`src/rtl/shift_exec_stage.sv`:
```
`default_nettype none
// ============================================================================
//  Module   : shift_exec_stage
//  Purpose  : Pipelined RV32I shift execution stage (SLL / SRL / SRA) with
//             valid/ready handshakes on the issue and writeback sides.
//             S1 registers the decoded op, S2 is the output register.
//             All three shift kinds use one left-shift datapath. Right shifts
//             bit-reverse the operand before the shift and reverse the result
//             afterwards.
//  Revision : 1.0  initial release
// ----------------------------------------------------------------------------
//  Parameters
//    XLEN      datapath width (only 32 is supported)
//    TAG_W     destination-register tag width
//  Ports
//    clk        in   rising-edge clock
//    rst_n      in   synchronous active-low reset
//    flush      in   synchronous kill of every in-flight op
//    in_valid   in   upstream offers an op
//    in_ready   out  stage accepts the op this cycle
//    in_op      in   2'b00 SLL, 2'b01 SRL, 2'b11 SRA, 2'b10 illegal
//    in_rs1     in   operand to shift
//    in_shamt   in   shift amount 0..31
//    in_tag     in   destination tag
//    out_valid  out  result available
//    out_ready  in   downstream accepts the result
//    out_res    out  shift result
//    out_tag    out  tag of the result
//    out_err    out  result came from an illegal op
//  Optional (macro SHIFT_EXEC_STATS_EN)
//    op_count    out  count of completed output transfers (wraps)
//    stall_count out  count of cycles with out_valid & ~out_ready (wraps)
// ============================================================================
module shift_exec_stage #(
    parameter int XLEN  = 32,
    parameter int TAG_W = 5
) (
    input  logic             clk,
    input  logic             rst_n,
    input  logic             flush,
    input  logic             in_valid,
    output logic             in_ready,
    input  logic [1:0]       in_op,
    input  logic [XLEN-1:0]  in_rs1,
    input  logic [4:0]       in_shamt,
    input  logic [TAG_W-1:0] in_tag,
    output logic             out_valid,
    input  logic             out_ready,
    output logic [XLEN-1:0]  out_res,
    output logic [TAG_W-1:0] out_tag,
    output logic             out_err
`ifdef SHIFT_EXEC_STATS_EN
    ,
    output logic [31:0]      op_count,
    output logic [31:0]      stall_count
`endif
);

    // Op encodings. Bit 0 set means a right shift; 2'b10 is the hole in the
    // encoding and is returned as an error result.
    localparam logic [1:0] c_OP_SLL = 2'b00;
    localparam logic [1:0] c_OP_SRL = 2'b01;
    localparam logic [1:0] c_OP_ILL = 2'b10;
    localparam logic [1:0] c_OP_SRA = 2'b11;

    // ------------------------------------------------------------------------
    // Stage registers
    // ------------------------------------------------------------------------
    logic             r_s1_valid;
    logic [1:0]       r_s1_op;
    logic [XLEN-1:0]  r_s1_rs1;
    logic [4:0]       r_s1_shamt;
    logic [TAG_W-1:0] r_s1_tag;

    logic             r_out_valid;
    logic [XLEN-1:0]  r_out_res;
    logic [TAG_W-1:0] r_out_tag;
    logic             r_out_err;

    // ------------------------------------------------------------------------
    // Handshake control
    // ------------------------------------------------------------------------
    logic w_s2_load;
    logic w_in_fire;

    // S2 takes the S1 op whenever the output register is empty or is being
    // drained this cycle. in_ready depends on out_ready only, never on
    // in_valid, so no combinational loop can form through an upstream stage.
    assign w_s2_load = r_s1_valid & (~r_out_valid | out_ready);
    assign in_ready  = ~r_s1_valid | w_s2_load;
    assign w_in_fire = in_valid & in_ready;

    // ------------------------------------------------------------------------
    // Shift datapath (operates on S1 contents, result captured into S2)
    // ------------------------------------------------------------------------
    logic            w_is_right;
    logic [XLEN-1:0] w_rs1_rev;
    logic [XLEN-1:0] w_sh_in;
    logic [XLEN-1:0] w_sh_out;
    logic [XLEN-1:0] w_sh_out_rev;
    logic [XLEN-1:0] w_unsigned_res;
    logic [XLEN-1:0] w_sra_mask;
    logic [XLEN-1:0] w_res;
    logic            w_err;

    assign w_is_right = r_s1_op[0];

    // Bit reversal of the operand and of the shifter output.
    for (genvar gi = 0; gi < XLEN; gi++) begin : g_rev
        assign w_rs1_rev[gi]    = r_s1_rs1[XLEN-1-gi];
        assign w_sh_out_rev[gi] = w_sh_out[XLEN-1-gi];
    end

    assign w_sh_in        = w_is_right ? w_rs1_rev : r_s1_rs1;
    assign w_sh_out       = w_sh_in << r_s1_shamt;
    assign w_unsigned_res = w_is_right ? w_sh_out_rev : w_sh_out;

    // Ones in the top shamt positions; ORed in for SRA of a negative value.
    // With shamt = 0 the mask is empty, so SRA returns rs1 unchanged.
    assign w_sra_mask = ~({XLEN{1'b1}} >> r_s1_shamt);

    always_comb begin
        w_res = w_unsigned_res;
        w_err = 1'b0;
        case (r_s1_op)
            c_OP_SLL: w_res = w_unsigned_res;
            c_OP_SRL: w_res = w_unsigned_res;
            c_OP_SRA: w_res = r_s1_rs1[XLEN-1] ? (w_unsigned_res | w_sra_mask)
                                               : w_unsigned_res;
            c_OP_ILL: begin
                w_res = '0;
                w_err = 1'b1;
            end
            default: begin
                w_res = '0;
                w_err = 1'b1;
            end
        endcase
    end

    // ------------------------------------------------------------------------
    // S1: operand register
    // ------------------------------------------------------------------------
    always_ff @(posedge clk) begin
        if (!rst_n) begin
            r_s1_valid <= 1'b0;
            r_s1_op    <= c_OP_SLL;
            r_s1_rs1   <= '0;
            r_s1_shamt <= '0;
            r_s1_tag   <= '0;
        end else if (flush) begin
            // An op offered during flush is dropped even if in_ready is high.
            r_s1_valid <= 1'b0;
        end else if (w_in_fire) begin
            r_s1_valid <= 1'b1;
            r_s1_op    <= in_op;
            r_s1_rs1   <= in_rs1;
            r_s1_shamt <= in_shamt;
            r_s1_tag   <= in_tag;
        end else if (w_s2_load) begin
            r_s1_valid <= 1'b0;
        end
    end

    // ------------------------------------------------------------------------
    // S2: output register
    // ------------------------------------------------------------------------
    always_ff @(posedge clk) begin
        if (!rst_n) begin
            r_out_valid <= 1'b0;
            r_out_res   <= '0;
            r_out_tag   <= '0;
            r_out_err   <= 1'b0;
        end else if (flush) begin
            r_out_valid <= 1'b0;
        end else if (w_s2_load) begin
            r_out_valid <= 1'b1;
            r_out_res   <= w_res;
            r_out_tag   <= r_s1_tag;
            r_out_err   <= w_err;
        end else if (out_ready) begin
            r_out_valid <= 1'b0;
        end
    end

    assign out_valid = r_out_valid;
    assign out_res   = r_out_res;
    assign out_tag   = r_out_tag;
    assign out_err   = r_out_err;

`ifdef SHIFT_EXEC_STATS_EN
    // ------------------------------------------------------------------------
    // Statistics counters: cleared by reset only, free-running across flush.
    // ------------------------------------------------------------------------
    logic [31:0] r_op_count;
    logic [31:0] r_stall_count;

    always_ff @(posedge clk) begin
        if (!rst_n) begin
            r_op_count    <= '0;
            r_stall_count <= '0;
        end else begin
            if (r_out_valid & out_ready) begin
                r_op_count <= r_op_count + 32'd1;
            end
            if (r_out_valid & ~out_ready) begin
                r_stall_count <= r_stall_count + 32'd1;
            end
        end
    end

    assign op_count    = r_op_count;
    assign stall_count = r_stall_count;
`endif

endmodule
`default_nettype wire
```
`config.mk`:
```
export PLATFORM = sky130hd
export DESIGN_NAME = shift_exec_stage
export DESIGN_NICKNAME = d
export VERILOG_FILES = /design/src/rtl/shift_exec_stage.sv
export SDC_FILE = /design/constraint.sdc
export NUM_CORES = 1
export LEC_CHECK = 0
export CAP_MARGIN = 40
export CELL_PAD_IN_SITES_DETAIL_PLACEMENT = 1
export CELL_PAD_IN_SITES_GLOBAL_PLACEMENT = 2
export CORE_MARGIN = 4
export CORE_UTILIZATION = 36
export CTS_CLUSTER_SIZE = 8
export DETAILED_ROUTE_END_ITERATION = 12
export GPL_ROUTABILITY_DRIVEN = 0
export PLACE_DENSITY_LB_ADDON = 0.1
export SKIP_CTS_REPAIR_TIMING = 1
export SYNTH_ARGS = -nofsm -noshare
export SYNTH_HDL_FRONTEND = slang
export SYNTH_SLANG_ARGS = --single-unit
```
`constraint.sdc`:
```
create_clock -name clk -period 4.3 [get_ports clk]
set_input_delay 0.86 -clock clk [delete_from_list [all_inputs] [get_ports clk]]
set_output_delay 0.86 -clock clk [all_outputs]
set_load 0.05 [all_outputs]
```
Word-level counts from Yosys, hierarchy flattened:

Cells that the tools add are included.

* output and inout bits: 40
* register bits after elaboration: 84
* logic and storage cells: 40
* input port bits: 49

* equal/unequal tests: 3
* muxes and demuxes: 9
* shift operators: 2
* reduce and logical (&&, ||, !) cells: 7
* bitwise operators: 10

Operators with widths (number)
* two-way mux 32 bit: 3
* one-hot mux 32 bit (3 select lines): 1
* inverter 32 bit: 1
* bitwise OR 32 bit: 1
* left shift 32 x 5 -> 32 bit: 1
* right shift 32 x 5 -> 32 bit (first input constant): 1
* two-way mux 1 bit: 5
* equality test 2 bit (second input constant): 2
* inverter 1 bit: 4
* AND reduction 2 bit: 2
* nonzero test 2 bit: 2
* OR reduction 2 bit: 2
* AND 1 bit: 2
* equality test 2 x 1 -> 1 bit (second input constant): 1
* logical NOT 2 bit: 1
* bitwise OR 1 bit: 2

Longest topological paths before layout:

Gate-level depths: netlist of the first run.

* word-level depth: 6
* mapped depth: 11
* depth with buffers taken out: 6

Least setup slack after synthesis of the first run:

Ideal clock, no wire load.

* path kind: input to register
* start point: in out_ready
* end point: reg r_out_res[21] (netlist: out_res[21])
* required time: 4.217 ns
* path buffers: 2
* stages on the path: 8
* setup slack: 1.877 ns
* arrival time: 2.340 ns
* setup time: 0.083 ns
* cells stage by stage: nor2b_1 > or3_1 > clkbuf_1 > a21o_1 > clkbuf_1 > nor2_1 > nand2_1 > o221ai_1

* cells in the longest elaborated chain, start to end: 3

RTL lines
* from (decl): RTL line 48 `input logic out_ready,`
* bitwise OR 1 bit: RTL line 89 `assign w_s2_load = r_s1_valid & (~r_out_valid | out_ready);`
* AND 1 bit: RTL line 89
* AND reduction 2 bit (no source line)
* to (signal assigned): RTL line 178 `r_out_res <= w_res;`
* to (decl): RTL line 76 `logic [XLEN-1:0] r_out_res;`

Every way passes these cells.
A chain may end at the register's enable or synchronous reset.

Worst setup path in the final report of the first run:

* start point: in out_ready
* end point: out in_ready

* cells in the longest elaborated chain, start to end: 3

RTL lines
* bitwise OR 1 bit: RTL line 89
* AND 1 bit: RTL line 89
* bitwise OR 1 bit: RTL line 90 `assign in_ready = ~r_s1_valid | w_s2_load;`
* to (decl): RTL line 42 `output logic in_ready,`

Every way passes these cells.

==> results of run 1 <==
==> critical path, stage by stage <==
cell and delay [ns]:
clkdlybuf4s50_1 0.41, nor2b_1 0.39, nand2_1 0.16, clkdlybuf4s50_1 0.73
==> sequential cells by signal (all words and copies together), names as in the netlist <==
name and count:
r_s1_tag 5, r_s1_rs1 32, out_res 32, out_valid 1, r_s1_shamt 5, r_s1_valid 1, r_s1_op 2, out_err 1
out_tag 5
==> cell type report <==
class	count	area, sq um
sequential	84	1690
clock buffer	9	225
clock inverter	7	76.3
fill	2237	10600
tap	260	325
multi-input combinational	679	4780
inverter	11	41.3
timing repair buffer	119	1120
==> layout by cell type, fill, tap and decap left out, drive strengths merged, types with 6 or more instances in the layout <==
cell type / netlist / layout
mux2: 23 / 23
clkbuf: 37 / 9
nand3: 30 / 30
dfxtp: 84 / 84
nand2b: 6 / 6
a31oi: 10 / 10
a211oi: 10 / 10
a221oi: 18 / 18
buf: 44 / 31
nor2: 72 / 72
and3: 6 / 6
clkdlybuf4s50: 0 / 88
o32ai: 7 / 7
a22oi: 10 / 10
o311ai: 7 / 7
or2: 6 / 6
a21oi: 85 / 85
and2: 11 / 11
o21ai: 31 / 31
o22ai: 6 / 6
inv: 10 / 14
mux4: 45 / 45
nand2: 172 / 172
o31ai: 6 / 6
mux2i: 33 / 33
nor3: 9 / 9
==> where the power goes <==
part / total (mW) / switching (mW) / internal [mW]
clock network: 0.804 / 0.391 / 0.413
registers: 0.862 / 0.0614 / 0.800
logic: 0.527 / 0.312 / 0.215
total: 2.19 / 0.764 / 1.43
==> how the worst max path moves through the flow <==
stage	startpoint	to	slack, ns	cells after the start
after CTS	out_ready	in_ready	0.88	4
final	out_ready	in_ready	0.89	4
after global placement	out_ready	in_ready	0.98	4
after global routing	out_ready	in_ready	0.76	4
after detailed placement	out_ready	in_ready	0.89	4
after floorplan	out_ready	out_res[21]$_SDFFE_PN0P_	1.88	8
==> layer usage <==
metal / track usage / vias to the layer above
met5: 0 / -
met4: 0.141 / 0
met3: 0.0580 / 75
met2: 0.422 / 303
met1: 0.346 / 3669
li1: - / 3305
==> cells by family after synthesis <==
group	Yosys count
AOI/OAI and AO/OA	246
and+or+nand+nor	331
muxes	101
DFF	84
buffers and inverters	92
xor gates and xnor gates	1
==> results.toml, run 1 <==
[worst_setup_path]
r2r_cells = 7
reg2reg_to = "out_res[12]$_SDFFE_PN0P_"
crit_path_max_fanout = 7
r2r_slack_ns = 1.19
worst_ep_required_time_ns = 3.44
startpoint_type = "input port"
r2r-start = "r_s1_shamt[0]$_SDFFE_PN0P_"
worstSetupPathType = "input port to output pin"
endpoint_kind = "output pin"
crit_arrival_ns = 2.55

[drt]
routedWlPerCell_microns = 24.8
wl_met3_microns = 1950
initialDrtViolationCount = 609
dr.pass1.iters = 5
drt-total-wl_microns = 29000
vias_per_cell = 6.29
wl_met2_microns = 13200
final_antenna_net_count = 0
drc = 0
vias = 7352
top_layer = "met4"
wl_met1_microns = 12400

[place]
placed_area_sq_um = 7960
io_buffers = 88
place.detailed.hpwl_microns = 21300
dp_worst_setup_slack_ns = 0.888
place_inst = 1152

[logic_synthesis]
yosys-top-cells-area = "dfxtp_1, mux4_2, nand2_1, a21oi_1, mux2i_1"
synth_top_family_by_area = "compound AO/OA/AOI/OAI gates"
synth-xor-area-share = 0.00126
synth_mux_area_frac = 0.234
syn_area_sq_um = 6940
synth.avg_cell_area_sq_um = 8.11
syn_nets = 904
synth_adder_area_share = 0
synth_top_cells_by_count = "nand2_1, a21oi_1, dfxtp_1, nor2_1, mux4_2"
synth_flop_cell = "dfxtp_1"
synth-simple-area-share = 0.208
synth_edf_count = 0
synth_seq_area_share = 0.242
synth_seq_cells = 84
synth_compound_area_frac = 0.246
async_flop_share = 0
synth_top_area_share = 0.242
synth_warnings = 0
yosys.cell_types.count = 76
synthCells = 855
yosysTopAreaCell = "dfxtp_1"
synthMostInstantiatedCell = "nand2_1"

[grt]
grt_max_degree = 57
grt_pass1_wl_microns = 45600
grt_usage = 0.268
grt.overflow.total = 0
grt_pass1_vias = 7613
antenna_found_initial = 0

[timing]
rsz0062_at_grt = "no"
clock_skew_ns = 0.0109
fmax_mhz = 293
maxSlewViolCount = 0
tightest_slew_ns = 0.898
min_period_ns = 3.41
holdWs_ns = 0.463
relSlewSlack = 0.401
tns_ns = 0
hold_violations = 0
post-route-period-util = 0.793
fin_ws_ns = 0.888
setup_viol = 0

[final_layout]
final_util = 0.439
n_antenna_cell = 0
syn2layout_area_growth_pct = 19.1
layout.nets = 953
finalInstanceArea_sq_um = 8260
layout-drive-gt1-share = 0.149
layoutNonFillerInstCount = 1169

[floorplanning]
initial_utilization = 0.368
die_w_microns = 147
core_area_sq_um = 18800
die-area_sq_um = 21600
die_y_microns = 147
io_pins = 89
num_rows = 50

[run_status]
outcome = "finished, final reports clean"

[cts]
clk_path_buf_depth = 2
cts.clk_slew.worst_paths_ns = 0.08
clock_latency_ns = 0.36
root_buffer = "clkbuf_16"
cts_made_buffers = 9
htreeDepth = 3
clock_sinks = 84
cts_tree = "built"

[hold_path]
min_path_cells = 2
hold_class = "register to register"
min_to = "r_s1_tag[1]$_SDFFE_PN0P_"
holdCritStartpoint = "r_s1_tag[1]$_SDFFE_PN0P_"

[power]
power_leakage_nw = 2.70
powerDensity_nw_per_um2 = 265
vdd_drop_max_v = 0.000177
power.total_mw = 2.19

[flow_run]
max_cap_viol_count = 0
(Power assumes the default switching activity.)
==> inputs of run 2 (changes only) <==
- CORE_UTILIZATION: 36 -> 34
- clock period: 4.3 -> 3.3 ns (I/O delays scaled with it)
==> run 2 against run 1 <==
Net effect: clock-buffer cell count unchanged; sequential cell count did not move; register-to-register slack worse by 0.74 ns; core utilization is 1.6 points lower; combinational power up 34%; critical path depth up 1; worst hold slack worse by 0.0081 ns; clock power grew 29%; via count grew 1.4%; critical path type is now register to register; largest power group unchanged.
==> results.toml, run 2 (same netlist as run 1, synthesis figures left out) <==
[place]
io_buffers = 88
place.detailed.hpwl_microns = 22500
place_inst = 1173
dp_worst_setup_slack_ns = 0.376
placed_area_sq_um = 8070

[cts]
htreeDepth = 3
cts_made_buffers = 9
cts.clk_slew.worst_paths_ns = 0.08
root_buffer = "clkbuf_16"
clock_sinks = 84
clk_path_buf_depth = 2
cts_tree = "built"
clock_latency_ns = 0.36

[final_layout]
fillers = 2367
layoutNonFillerInstCount = 1189
syn2layout_area_growth_pct = 20.5
ff_latch_area_sq_um = 1690
layout.nets = 968
multi_input_area_sq_um = 4780
layout-drive-gt1-share = 0.165
mostFrequentLayoutCells = "nand2_1, clkdlybuf4s50_1, a21oi_1, dfxtp_1, nor2_1"
n_antenna_cell = 0
finalInstanceArea_sq_um = 8360
layout_commonest_cell = "nand2_1"

[drt]
vias_per_cell = 6.27
routedWlPerCell_microns = 25.6
drc = 0
final_antenna_net_count = 0
initialDrtViolationCount = 881
dr.pass1.iters = 8
drt-total-wl_microns = 30400
vias = 7455

[grt]
grt_max_degree = 55
grt_usage = 0.271
grt_pass1_wl_microns = 47300
grt.overflow.total = 0
grt_pass1_vias = 7684
antenna_found_initial = 0

[hold_path]
min_to = "out_tag[2]$_SDFFE_PN0P_"
holdCritStartpoint = "out_tag[2]$_SDFFE_PN0P_"
hold_class = "register to register"
min_path_cells = 2

[floorplanning]
num_rows = 51
die_y_microns = 151
core_area_sq_um = 19800
die-area_sq_um = 22700
io_pins = 89
initial_utilization = 0.351
die_w_microns = 151

[timing]
hold_violations = 0
fin_ws_ns = 0.449
min_period_ns = 2.85
relSlewSlack = 0.401
maxSlewViolCount = 0
clock_skew_ns = 0.0145
tns_ns = 0
tightest_slew_ns = 0.898
fmax_mhz = 351
post-route-period-util = 0.864
rsz0062_at_grt = "no"
setup_viol = 0

[worst_setup_path]
crit_arrival_ns = 3.08
worstSetupPathType = "register to register"
reg2reg_to = "out_res[20]$_SDFFE_PN0P_"
r2r-start = "r_s1_shamt[0]$_SDFFE_PN0P_"
crit_path_max_fanout = 54
r2r_cells = 5
endpoint_kind = "register"
crit_slowest_cell = "dfxtp_4"
crit_family = "multiplexers"
r2r_slack_ns = 0.45
path_buf_inv = 0
crit_chain = "mux4_1 -> mux2i_1 -> a21oi_1 -> a221oi_1 -> a211oi_1"
worst_path_largest_cell_delay_ns = 0.87
worst_ep_required_time_ns = 3.53
startpoint_type = "register"

[power]
power.total_mw = 2.87
power_leakage_nw = 2.77
swShare = 0.350
powerDensity_nw_per_um2 = 343
vdd_drop_max_v = 0.000275
switching_power_mw = 1.00
p_int_mw = 1.86
p_comb_frac = 0.246
seq_power_share = 0.391
clkPwrFrac = 0.362

[run_status]
outcome = "finished, final reports clean"

[flow_run]
max_cap_viol_count = 0
run 2: layout make-up:
| cell class | count | share of cell area |
|---|---|---|
| inverter | 11 | 0.00494 |
| timing repair buffer | 134 | 0.146 |
| clock inverter | 7 | 0.00808 |
| tap | 265 | 0.0397 |
| multi-input combinational | 679 | 0.572 |
| sequential | 84 | 0.202 |
| clock buffer | 9 | 0.0269 |
run 2: power groups by stage:
stage / sequential, mW / combinational [mW] / clock, mW
2_1_floorplan: 1.11 / 0.445 / 0
3_3_place_gp: 1.14 / 0.678 / 0
3_5_place_dp: 1.14 / 0.690 / 0
4_1_cts: 1.12 / 0.693 / 1.06
5_1_grt: 1.13 / 0.750 / 1.10
6_report: 1.12 / 0.706 / 1.04
run 2: through the flow:
| step | hold slack (ns) | utilization |
|---|---|---|
| global placement | 0.443 | 0.408 |
| global route | 0.486 | 0.423 |
| floorplan | 0.432 | - |
| CTS | 0.462 | 0.423 |
| detailed placement | 0.452 | 0.408 |
| finish | 0.455 | 0.423 |
run 2: worst max-delay path by stage:
stage                     cells past startpoint  slack, ns                  startpoint                  endpoint
final                                         5       0.45  r_s1_shamt[0]$_SDFFE_PN0P_  out_res[20]$_SDFFE_PN0P_
after global routing                          6       0.18  r_s1_shamt[0]$_SDFFE_PN0P_  out_res[18]$_SDFFE_PN0P_
after CTS                                     6       0.43  r_s1_shamt[0]$_SDFFE_PN0P_  out_res[13]$_SDFFE_PN0P_
after detailed placement                      6       0.38                       flush  out_res[21]$_SDFFE_PN0P_
after global placement                        6       0.40                       flush  out_res[21]$_SDFFE_PN0P_
after floorplan                               8       1.03      out_valid$_SDFFE_PP0P_  out_res[11]$_SDFFE_PN0P_
run 2: worst reg2reg max path: cells and delay by family, from the launching register on:
kind,cells,cell delay (ns)
compound gates,3,0.67
flops,1,0.87
mux,2,1.19
run 2: routing by layer:
layer / track usage / part of all wire
met1: 0.371 / 0.42
met2: 0.427 / 0.46
met3: 0.0449 / 0.081
met4: 0.111 / 0.040
met5: 0 / 0
